==> src/rtl/ysyx_25040129_lsu_pkg.sv <==
// rtl/ysyx_25040129_lsu_pkg.sv - shared LSU encodings, FSM states and width constants
package ysyx_25040129_lsu_pkg;

  localparam int WORD  = 32;
  localparam int LANES = WORD / 8;

  typedef enum logic [2:0] {
    RD_NONE = 3'b000,
    RD_LB   = 3'b001,
    RD_LH   = 3'b010,
    RD_LW   = 3'b011,
    RD_LBU  = 3'b100,
    RD_LHU  = 3'b101
  } rd_kind_e;

  typedef enum logic [1:0] {
    WR_NONE = 2'b00,
    WR_SB   = 2'b01,
    WR_SH   = 2'b10,
    WR_SW   = 2'b11
  } wr_kind_e;

  typedef enum logic [1:0] {
    ST_IDLE,
    ST_REQ,
    ST_WAIT,
    ST_OUT
  } state_e;

  localparam logic [LANES-1:0] STRB_NONE = 4'b0000;
  localparam logic [LANES-1:0] STRB_BYTE = 4'b0001;
  localparam logic [LANES-1:0] STRB_HALF = 4'b0011;
  localparam logic [LANES-1:0] STRB_WORD = 4'b1111;
  localparam logic [WORD-1:0]  LANE_MASK = 32'h0000_0003;

endpackage

==> src/rtl/ysyx_25040129_lsu_if.sv <==
// rtl/ysyx_25040129_lsu_if.sv - EXU, memory bus and WBU signals seen by the LSU
interface ysyx_25040129_lsu_if #(
  parameter int CTRL_W = 16
) ();
  import ysyx_25040129_lsu_pkg::*;

  logic              is_req_valid_from_exu;
  logic              is_req_ready_to_exu;
  logic [WORD-1:0]   result_in_lsu;
  logic [WORD-1:0]   lsu_write_data_in_lsu;
  logic [2:0]        lsu_read_in_lsu;
  logic [1:0]        lsu_write_in_lsu;
  logic [4:0]        rd_in_lsu;
  logic              reg_write_in_lsu;
  logic [CTRL_W-1:0] ctrl_in_lsu;

  logic              mem_req_valid;
  logic              mem_req_ready;
  logic [WORD-1:0]   mem_req_addr;
  logic              mem_req_wen;
  logic [WORD-1:0]   mem_req_wdata;
  logic [LANES-1:0]  mem_req_wstrb;
  logic              mem_rsp_valid;
  logic [WORD-1:0]   mem_rsp_rdata;
  logic              mem_rsp_err;

  logic              is_req_valid_to_wbu;
  logic              is_req_ready_from_wbu;
  logic [WORD-1:0]   result_out_lsu;
  logic [CTRL_W-1:0] ctrl_out_lsu;
  logic              lsu_fault_out;
  logic              is_data_forward_valid_from_lsu;
  logic [4:0]        forward_rd_out;

  modport slave (
    input  is_req_valid_from_exu, result_in_lsu, lsu_write_data_in_lsu, lsu_read_in_lsu,
           lsu_write_in_lsu, rd_in_lsu, reg_write_in_lsu, ctrl_in_lsu,
           mem_req_ready, mem_rsp_valid, mem_rsp_rdata, mem_rsp_err, is_req_ready_from_wbu,
    output is_req_ready_to_exu, mem_req_valid, mem_req_addr, mem_req_wen, mem_req_wdata,
           mem_req_wstrb, is_req_valid_to_wbu, result_out_lsu, ctrl_out_lsu, lsu_fault_out,
           is_data_forward_valid_from_lsu, forward_rd_out
  );

  modport master (
    output is_req_valid_from_exu, result_in_lsu, lsu_write_data_in_lsu, lsu_read_in_lsu,
           lsu_write_in_lsu, rd_in_lsu, reg_write_in_lsu, ctrl_in_lsu,
           mem_req_ready, mem_rsp_valid, mem_rsp_rdata, mem_rsp_err, is_req_ready_from_wbu,
    input  is_req_ready_to_exu, mem_req_valid, mem_req_addr, mem_req_wen, mem_req_wdata,
           mem_req_wstrb, is_req_valid_to_wbu, result_out_lsu, ctrl_out_lsu, lsu_fault_out,
           is_data_forward_valid_from_lsu, forward_rd_out
  );

endinterface

==> src/rtl/ysyx_25040129_lsu_align.sv <==
// rtl/ysyx_25040129_lsu_align.sv - store lane replication/strobes, load extract/extend, misalignment
module ysyx_25040129_lsu_align
  import ysyx_25040129_lsu_pkg::*;
(
  input  logic [1:0]       lane_i,
  input  rd_kind_e         rd_kind_i,
  input  wr_kind_e         wr_kind_i,
  input  logic [WORD-1:0]  store_data_i,
  input  logic [WORD-1:0]  load_word_i,
  output logic [WORD-1:0]  wdata_o,
  output logic [LANES-1:0] wstrb_o,
  output logic [WORD-1:0]  load_data_o,
  output logic             misaligned_o
);

  logic [15:0] lane_bits;

  assign lane_bits = 16'(load_word_i >> (8 * int'(lane_i)));

  always_comb begin
    wdata_o = '0;
    wstrb_o = STRB_NONE;
    case (wr_kind_i)
      WR_SB: begin
        wdata_o = {LANES{store_data_i[7:0]}};
        wstrb_o = STRB_BYTE << lane_i;
      end
      WR_SH: begin
        wdata_o = {2{store_data_i[15:0]}};
        wstrb_o = STRB_HALF << lane_i;
      end
      WR_SW: begin
        wdata_o = store_data_i;
        wstrb_o = STRB_WORD;
      end
      default: ;
    endcase
  end

  always_comb begin
    load_data_o = load_word_i;
    case (rd_kind_i)
      RD_LB:   load_data_o = {{24{lane_bits[7]}}, lane_bits[7:0]};
      RD_LBU:  load_data_o = {24'd0, lane_bits[7:0]};
      RD_LH:   load_data_o = {{16{lane_bits[15]}}, lane_bits};
      RD_LHU:  load_data_o = {16'd0, lane_bits};
      default: ;
    endcase
  end

  always_comb begin
    misaligned_o = 1'b0;
    case (rd_kind_i)
      RD_LH, RD_LHU: misaligned_o = lane_i[0];
      RD_LW:         misaligned_o = |lane_i;
      default: ;
    endcase
    case (wr_kind_i)
      WR_SH:   misaligned_o = misaligned_o | lane_i[0];
      WR_SW:   misaligned_o = misaligned_o | (|lane_i);
      default: ;
    endcase
  end

endmodule

==> src/rtl/ysyx_25040129_lsu.sv <==
// rtl/ysyx_25040129_lsu.sv - memory-access stage: EXU handshake, single-outstanding bus op, registered WBU output
module ysyx_25040129_lsu
  import ysyx_25040129_lsu_pkg::*;
#(
  parameter int CTRL_W = 16
) (
  input logic                clk,
  input logic                rst,
  ysyx_25040129_lsu_if.slave bus
);

  state_e            state_q, state_d;
  logic [WORD-1:0]   addr_q, addr_d, sdata_q, sdata_d, result_q, result_d;
  rd_kind_e          rkind_q, rkind_d;
  wr_kind_e          wkind_q, wkind_d;
  logic [4:0]        rd_q, rd_d;
  logic              rw_q, rw_d, fault_q, fault_d;
  logic [CTRL_W-1:0] ctrl_q, ctrl_d;

  logic              busy_bus, req_active, exu_ready, accept, in_is_mem, misaligned;
  rd_kind_e          rkind_in, al_rkind;
  wr_kind_e          wkind_in, al_wkind;
  logic [1:0]        al_lane;
  logic [WORD-1:0]   al_wdata, al_load, cap_result;
  logic [LANES-1:0]  al_wstrb;

  assign rkind_in   = rd_kind_e'(bus.lsu_read_in_lsu);
  assign wkind_in   = wr_kind_e'(bus.lsu_write_in_lsu);
  assign in_is_mem  = (rkind_in != RD_NONE) || (wkind_in != WR_NONE);
  assign busy_bus   = (state_q == ST_REQ) || (state_q == ST_WAIT);
  assign req_active = (state_q == ST_REQ);

  // While a bus op is in flight the aligner serves the latched op; otherwise it screens the incoming one.
  assign al_lane  = busy_bus ? addr_q[1:0] : bus.result_in_lsu[1:0];
  assign al_rkind = busy_bus ? rkind_q : rkind_in;
  assign al_wkind = busy_bus ? wkind_q : wkind_in;

  ysyx_25040129_lsu_align u_align (
    .lane_i       (al_lane),
    .rd_kind_i    (al_rkind),
    .wr_kind_i    (al_wkind),
    .store_data_i (sdata_q),
    .load_word_i  (bus.mem_rsp_rdata),
    .wdata_o      (al_wdata),
    .wstrb_o      (al_wstrb),
    .load_data_o  (al_load),
    .misaligned_o (misaligned)
  );

  assign cap_result = (wkind_q != WR_NONE) ? addr_q : al_load;
  assign exu_ready  = (state_q == ST_IDLE) || ((state_q == ST_OUT) && bus.is_req_ready_from_wbu);
  assign accept     = exu_ready && bus.is_req_valid_from_exu;

  always_comb begin
    state_d  = state_q;
    addr_d   = addr_q;
    sdata_d  = sdata_q;
    result_d = result_q;
    rkind_d  = rkind_q;
    wkind_d  = wkind_q;
    rd_d     = rd_q;
    rw_d     = rw_q;
    fault_d  = fault_q;
    ctrl_d   = ctrl_q;
    case (state_q)
      ST_REQ: begin
        if (bus.mem_req_ready) begin
          if (bus.mem_rsp_valid) begin
            state_d  = ST_OUT;
            result_d = cap_result;
            fault_d  = bus.mem_rsp_err;
          end else begin
            state_d = ST_WAIT;
          end
        end
      end
      ST_WAIT: begin
        if (bus.mem_rsp_valid) begin
          state_d  = ST_OUT;
          result_d = cap_result;
          fault_d  = bus.mem_rsp_err;
        end
      end
      ST_OUT: begin
        if (bus.is_req_ready_from_wbu) state_d = ST_IDLE;
      end
      default: ;
    endcase
    if (accept) begin
      addr_d  = bus.result_in_lsu;
      sdata_d = bus.lsu_write_data_in_lsu;
      rkind_d = rkind_in;
      wkind_d = wkind_in;
      rd_d    = bus.rd_in_lsu;
      rw_d    = bus.reg_write_in_lsu;
      ctrl_d  = bus.ctrl_in_lsu;
      fault_d = 1'b0;
      if (!in_is_mem || misaligned) begin
        state_d  = ST_OUT;
        result_d = bus.result_in_lsu;
        fault_d  = in_is_mem;
      end else begin
        state_d = ST_REQ;
      end
    end
  end

  always_ff @(posedge clk or posedge rst) begin
    if (rst) begin
      state_q  <= ST_IDLE;
      addr_q   <= '0;
      sdata_q  <= '0;
      result_q <= '0;
      rkind_q  <= RD_NONE;
      wkind_q  <= WR_NONE;
      rd_q     <= '0;
      rw_q     <= 1'b0;
      fault_q  <= 1'b0;
      ctrl_q   <= '0;
    end else begin
      state_q  <= state_d;
      addr_q   <= addr_d;
      sdata_q  <= sdata_d;
      result_q <= result_d;
      rkind_q  <= rkind_d;
      wkind_q  <= wkind_d;
      rd_q     <= rd_d;
      rw_q     <= rw_d;
      fault_q  <= fault_d;
      ctrl_q   <= ctrl_d;
    end
  end

  assign bus.is_req_ready_to_exu            = exu_ready;
  assign bus.mem_req_valid                  = req_active;
  assign bus.mem_req_addr                   = req_active ? (addr_q & ~LANE_MASK) : '0;
  assign bus.mem_req_wen                    = req_active && (wkind_q != WR_NONE);
  assign bus.mem_req_wdata                  = req_active ? al_wdata : '0;
  assign bus.mem_req_wstrb                  = req_active ? al_wstrb : STRB_NONE;
  assign bus.is_req_valid_to_wbu            = (state_q == ST_OUT);
  assign bus.result_out_lsu                 = result_q;
  assign bus.ctrl_out_lsu                   = ctrl_q;
  assign bus.lsu_fault_out                  = fault_q;
  assign bus.is_data_forward_valid_from_lsu = (state_q == ST_OUT) && rw_q && !fault_q;
  assign bus.forward_rd_out                 = rd_q;

endmodule

==> src/flat_wrapper.sv <==
// flat-port wrapper written by rule: the top's interface ports become plain ports
module ysyx_25040129_lsu_flat import ysyx_25040129_lsu_pkg::*;
#(
  parameter int CTRL_W = 16
)
  (clk, rst, bus_is_req_valid_from_exu, bus_result_in_lsu, bus_lsu_write_data_in_lsu, bus_lsu_read_in_lsu, bus_lsu_write_in_lsu, bus_rd_in_lsu, bus_reg_write_in_lsu, bus_ctrl_in_lsu, bus_mem_req_ready, bus_mem_rsp_valid, bus_mem_rsp_rdata, bus_mem_rsp_err, bus_is_req_ready_from_wbu, bus_is_req_ready_to_exu, bus_mem_req_valid, bus_mem_req_addr, bus_mem_req_wen, bus_mem_req_wdata, bus_mem_req_wstrb, bus_is_req_valid_to_wbu, bus_result_out_lsu, bus_ctrl_out_lsu, bus_lsu_fault_out, bus_is_data_forward_valid_from_lsu, bus_forward_rd_out);
  ysyx_25040129_lsu_if #(.CTRL_W(CTRL_W)) bus_i ();
  input logic clk;
  input logic rst;
  input wire logic [$bits(bus_i.is_req_valid_from_exu)-1:0] bus_is_req_valid_from_exu;
  input wire logic [$bits(bus_i.result_in_lsu)-1:0] bus_result_in_lsu;
  input wire logic [$bits(bus_i.lsu_write_data_in_lsu)-1:0] bus_lsu_write_data_in_lsu;
  input wire logic [$bits(bus_i.lsu_read_in_lsu)-1:0] bus_lsu_read_in_lsu;
  input wire logic [$bits(bus_i.lsu_write_in_lsu)-1:0] bus_lsu_write_in_lsu;
  input wire logic [$bits(bus_i.rd_in_lsu)-1:0] bus_rd_in_lsu;
  input wire logic [$bits(bus_i.reg_write_in_lsu)-1:0] bus_reg_write_in_lsu;
  input wire logic [$bits(bus_i.ctrl_in_lsu)-1:0] bus_ctrl_in_lsu;
  input wire logic [$bits(bus_i.mem_req_ready)-1:0] bus_mem_req_ready;
  input wire logic [$bits(bus_i.mem_rsp_valid)-1:0] bus_mem_rsp_valid;
  input wire logic [$bits(bus_i.mem_rsp_rdata)-1:0] bus_mem_rsp_rdata;
  input wire logic [$bits(bus_i.mem_rsp_err)-1:0] bus_mem_rsp_err;
  input wire logic [$bits(bus_i.is_req_ready_from_wbu)-1:0] bus_is_req_ready_from_wbu;
  output wire logic [$bits(bus_i.is_req_ready_to_exu)-1:0] bus_is_req_ready_to_exu;
  output wire logic [$bits(bus_i.mem_req_valid)-1:0] bus_mem_req_valid;
  output wire logic [$bits(bus_i.mem_req_addr)-1:0] bus_mem_req_addr;
  output wire logic [$bits(bus_i.mem_req_wen)-1:0] bus_mem_req_wen;
  output wire logic [$bits(bus_i.mem_req_wdata)-1:0] bus_mem_req_wdata;
  output wire logic [$bits(bus_i.mem_req_wstrb)-1:0] bus_mem_req_wstrb;
  output wire logic [$bits(bus_i.is_req_valid_to_wbu)-1:0] bus_is_req_valid_to_wbu;
  output wire logic [$bits(bus_i.result_out_lsu)-1:0] bus_result_out_lsu;
  output wire logic [$bits(bus_i.ctrl_out_lsu)-1:0] bus_ctrl_out_lsu;
  output wire logic [$bits(bus_i.lsu_fault_out)-1:0] bus_lsu_fault_out;
  output wire logic [$bits(bus_i.is_data_forward_valid_from_lsu)-1:0] bus_is_data_forward_valid_from_lsu;
  output wire logic [$bits(bus_i.forward_rd_out)-1:0] bus_forward_rd_out;
  assign bus_i.is_req_valid_from_exu = bus_is_req_valid_from_exu;
  assign bus_i.result_in_lsu = bus_result_in_lsu;
  assign bus_i.lsu_write_data_in_lsu = bus_lsu_write_data_in_lsu;
  assign bus_i.lsu_read_in_lsu = bus_lsu_read_in_lsu;
  assign bus_i.lsu_write_in_lsu = bus_lsu_write_in_lsu;
  assign bus_i.rd_in_lsu = bus_rd_in_lsu;
  assign bus_i.reg_write_in_lsu = bus_reg_write_in_lsu;
  assign bus_i.ctrl_in_lsu = bus_ctrl_in_lsu;
  assign bus_i.mem_req_ready = bus_mem_req_ready;
  assign bus_i.mem_rsp_valid = bus_mem_rsp_valid;
  assign bus_i.mem_rsp_rdata = bus_mem_rsp_rdata;
  assign bus_i.mem_rsp_err = bus_mem_rsp_err;
  assign bus_i.is_req_ready_from_wbu = bus_is_req_ready_from_wbu;
  assign bus_is_req_ready_to_exu = bus_i.is_req_ready_to_exu;
  assign bus_mem_req_valid = bus_i.mem_req_valid;
  assign bus_mem_req_addr = bus_i.mem_req_addr;
  assign bus_mem_req_wen = bus_i.mem_req_wen;
  assign bus_mem_req_wdata = bus_i.mem_req_wdata;
  assign bus_mem_req_wstrb = bus_i.mem_req_wstrb;
  assign bus_is_req_valid_to_wbu = bus_i.is_req_valid_to_wbu;
  assign bus_result_out_lsu = bus_i.result_out_lsu;
  assign bus_ctrl_out_lsu = bus_i.ctrl_out_lsu;
  assign bus_lsu_fault_out = bus_i.lsu_fault_out;
  assign bus_is_data_forward_valid_from_lsu = bus_i.is_data_forward_valid_from_lsu;
  assign bus_forward_rd_out = bus_i.forward_rd_out;
  ysyx_25040129_lsu #(.CTRL_W(CTRL_W)) u_core (.clk(clk), .rst(rst), .bus(bus_i));
endmodule
==> config.mk <==
export PLATFORM = sky130hd
export DESIGN_NAME = ysyx_25040129_lsu_flat
export DESIGN_NICKNAME = d
export VERILOG_FILES = /design/src/rtl/ysyx_25040129_lsu_pkg.sv /design/src/rtl/ysyx_25040129_lsu_if.sv /design/src/rtl/ysyx_25040129_lsu_align.sv /design/src/rtl/ysyx_25040129_lsu.sv /design/src/flat_wrapper.sv
export SDC_FILE = /design/constraint.sdc
export NUM_CORES = 1
export LEC_CHECK = 0
export BUFFER_PORTS_ARGS = -buffer_cell sky130_fd_sc_hd__buf_4
export CAP_MARGIN = 20
export CORE_ASPECT_RATIO = 1.25
export CORE_MARGIN = 5
export CORE_UTILIZATION = 46
export CTS_BUF_LIST = sky130_fd_sc_hd__clkbuf_16
export DETAILED_ROUTE_END_ITERATION = 10
export MAX_ROUTING_LAYER = met4
export PLACE_DENSITY = 0.74
export SETUP_SLACK_MARGIN = 0.15
export SYNTH_ARGS = -nofsm -noshare
export SYNTH_HDL_FRONTEND = slang
export SYNTH_HIERARCHICAL = 1
export SYNTH_SLANG_ARGS = --single-unit
==> constraint.sdc <==
create_clock -name clk -period 3.5 [get_ports clk]
set_input_delay 0 -clock clk [delete_from_list [all_inputs] [get_ports clk]]
set_output_delay 0 -clock clk [all_outputs]
set_load 0.01 [all_outputs]
==> results.md <==
- The flow ran to the end, and the final reports show no timing, DRC or antenna violations.
- A synthesized cell averages 11.4 um2.
- The critical path is of the flop to flop type.
- The depth of the worst register-to-register path is 10.
- The clock sink count is 126.
- The gate count after technology mapping is 668.
- The clock-pin slew on the worst setup and hold paths is 0.06 ns.
- Walking the worst path, the cells encountered are inv_1 -> ha_4 -> mux2_2 -> or3b_1 -> or2_1 -> o31a_2 -> a221o_1 -> mux2i_1 -> o2bb2ai_1 -> mux2_4.
- The via count of the first global-routing pass is 7053.
- The relative slew slack is 0.437.
- In this run the post-CTS setup repair buffer count came out at 0.
- The final total negative setup slack is 0 ns.
- The starting utilization of the core area is 0.469.
- The die span in y is 154 um.
- The critical path crosses 10 cells after its start point.
- The total detailed-routing wirelength is 24500 um.
- The areal power density over the cells is 1000 nW/um2.
- Summing all flip-flop and latch instances after layout gives 3150 um2.
- The total congestion overflow is 0.
- The number of synthesis warnings is 6.
- The total clock buffers created by CTS is 17.
- Timing would allow up to 314 MHz.
- For the worst setup path, the data arrival time is 3.48 ns.
- The final routed DRC violation total is 0.
- The core region is 16300 um2.
- After synthesis the netlist holds a flip-flop and latch count of 126.
- The transition time of the tightest slew-check pin is 0.843 ns.
- Synthesis instantiated 53 different standard cells from the library.
- The layout net count is 1139.
- Of the cells placed in the final design, the portion with a size suffix greater than 1 is 0.451.
- Yosys mapped a number of flops with a built-in enable equal to 0.
- Subtracting the final worst setup slack from the clock period gives 3.18 ns.
- The repair_antennas step left the layout with diodes totalling 0.
- The final hold violation count is 0.
- The number of levels in the clock H-tree is 4.
- The area added between synthesis and finish is 47.9%.
- Setup repair after global routing left no endpoint under its margin.
- In the layout the commonest cells are 271 x sky130_fd_sc_hd__buf_4, 126 x sky130_fd_sc_hd__dfrtp_1, 105 x sky130_fd_sc_hd__mux2_2, 94 x sky130_fd_sc_hd__dlygate4sd3_1, 76 x sky130_fd_sc_hd__and2_1.
- Power comes to 11.3 mW.
- The startpoint kind of the worst setup timing path is a flop.
- The count of pins on the block boundary is 257.
- The cell depth of the worst hold path is 3.
- Row generation in the floorplan step produced 52 rows.
- Along the worst path, the maximum fanout reaches 10.
- For this run, the register share of the synthesized area comes to 0.414.
- Routability-driven placement finished with a final weighted congestion of 0.889.
- The required time of the worst setup path is 3.80 ns.
- Counting tap cells, the placed design contains a total of 1103 instances.
- In this run the remaining antenna-violating nets after routing total 0.
- The utilization of the core after routing is 0.693.
- Counting the fill cells in the layout gives 1264.
- The final number of setup-violating endpoints is 0.
- The clock latency of the later-clocked register in the worst-skew pair is 0.42 ns.
- The wire length of the first global-routing pass is 38500 um.
- The worst setup slack after layout is 0.320 ns.
- The most common cell after layout, fill and taps aside is sky130_fd_sc_hd__buf_4.
- In the finished design, the share of the clock period the worst path needs comes to 0.909.
- The tool flagged a number of max-cap violations equal to 0.
- The critical path's largest stage delay is 0.43 ns.
- The netlist area before placement is 7620 um2.
- The first TritonRoute pass finished after 6 iterations.
- The horizontal extent of the die is 125 um.
- The count of buffers from port buffering is 254.
- The peak supply drop is 456 uV.
- Across every metal layer, demand over resource in global routing totals 0.258.
- The max-slew violation count is 0.
- The area occupied by multi-input gates is 4180 um2.
- The DRC violation total after the first TritonRoute iteration is 446.
- The number of antenna violations at the first check in global routing is 0.
- In this run the deepest clock path goes through 2 buffers.
- In the routed layout, each cell is associated on average with a via count of 5.37.
- The family with the most delay on the worst path is multiplexers.
- The library cell used as clock root buffer is sky130_fd_sc_hd__clkbuf_16.
- At the placement stage, the worst setup path has a slack of 0.162 ns.
- Entering global routing, the biggest net connects 53 pins.
- The average routed wire per standard cell is 19.9 um.
- The min-delay analysis places its worst path in the category input pin to flop.
- The kind of end point of the critical path is a flop.
- The area of the die is 19300 um2.
- The count of cells in the finished layout, fillers not included, comes to 1230.
- The post-route clock skew is 0.00733 ns.
- The routed layout has 6605 vias.
- The worst register-to-register path has a setup slack of 0.32 ns.
- After legalization and detailed placement, the total HPWL measured 17100 um.
- The number of buffers and inverters on the critical path is 1.
- The prevailing post-synth register cell is sky130_fd_sc_hd__dfrtp_1.
- The leakage power is 5.34 nW.
- TritonCTS built the clock tree.
- The slowest stage of the critical path belongs to the cell sky130_fd_sc_hd__mux2_2.
- The share of synthesized flip-flops with an asynchronous set or reset is 1.00.
[worst register-to-register path: cells and delay by family (launching register included)]
family,cells,cell delay [ns]
compound gates,3,0.63
simple gates,2,0.66
flops,1,0.40
fa+ha+maj,1,0.37
mux,3,0.88
buf+inv,1,0.12
[routing by layer]
layer | routed length, um | vias to the layer above | global-route usage | share of wire
met5 | 0 | - | - | 0
met4 | 663 | 0 | 0.0971 | 0.027
met3 | 1170 | 46 | 0.0527 | 0.048
met2 | 12900 | 235 | 0.442 | 0.53
met1 | 9750 | 3233 | 0.300 | 0.40
li1 | - | 3091 | - | -
[cells by family (layout without fill, tap and decap cells)]
logic type	Yosys count	after routing	synth area share
mux	174	174	0.267
simple gates	162	162	0.118
other cells	1	2	0.000492
fa+ha+maj	8	8	0.0131
compound gates	133	133	0.141
buf+inv	64	409	0.0466
flops	126	126	0.414
[registers in the layout, indices dropped and copies added, names as in the netlist]
register,count
u_core/wkind_q,2
u_core/sdata_q,32
u_core/bus.ctrl_out_lsu,16
u_core/rkind_q,3
u_core/bus.lsu_fault_out,1
u_core/rw_q,1
u_core/state_q,2
u_core/bus.result_out_lsu,32
u_core/addr_q,32
u_core/bus.forward_rd_out,5
[Yosys cell counts (all sizes together) (2+ instances only)]
library cell,number,area [um2]
a22oi,22,165
a222oi,8,80.1
inv,8,30.0
mux2,138,1660
and2,76,475
o21ai,11,55.1
a21o,20,150
nor2b,14,87.6
o2bb2ai,33,289
nor3,2,10.0
dfrtp,126,3150
o22ai,2,12.5
or2,4,25.0
ha,8,100
nand2b,2,12.5
a31oi,8,65.1
clkbuf,25,95.1
nor2,41,164
nand4b,2,17.5
a22o,10,87.6
buf,31,230
a221o,7,70.1
a221oi,2,17.5
mux2i,35,350
and3,2,12.5
or4,2,18.8
nand2,14,55.1
a21oi,4,20.0
[through the flow]
stage | instance area [um2] | hold slack (ns)
after floorplan | 7630 | 0.135
after global placement | 9700 | 0.230
after detailed placement | 9700 | 0.237
after CTS | 11200 | 0.00859
after global routing | 11300 | 0.0307
final | 11300 | 0.0299
[timing repair]
action,CTS,global route
pin swaps,0,0
endpoints found under the setup margin,9,35
hold endpoints to repair,165,0
resized for setup,2,3
hold buffers,94,0
[area by class of cell]
class / count / area share
flip-flops and latches: 126 / 0.280
inverters: 8 / 0.00300
well taps: 216 / 0.0240
clock buffers: 17 / 0.0377
repair buffers: 369 / 0.271
multi-input cells: 479 / 0.371
clock inverters: 15 / 0.0138
[power breakdown]
group / total (mW) / switching, mW / internal, mW
clock network: 1.75 / 0.654 / 1.10
logic: 6.94 / 3.46 / 3.48
registers: 2.61 / 0.490 / 2.12
total: 11.3 / 4.61 / 6.71
[worst paths after layout]
check	start	to
worst min register to register	u_core/sdata_q[22]	u_core/sdata_q[22]
worst min-delay path	bus_is_req_valid_from_exu	u_core/state_q[0]
min in group asynchronous	rst	u_core/sdata_q[12]
worst max register to register	u_core/state_q[1]	u_core/bus.result_out_lsu[13]
max in group asynchronous	rst	u_core/addr_q[15]
worst max-delay path	u_core/state_q[1]	u_core/bus.result_out_lsu[13]
Power figures use the tool's default switching activity.
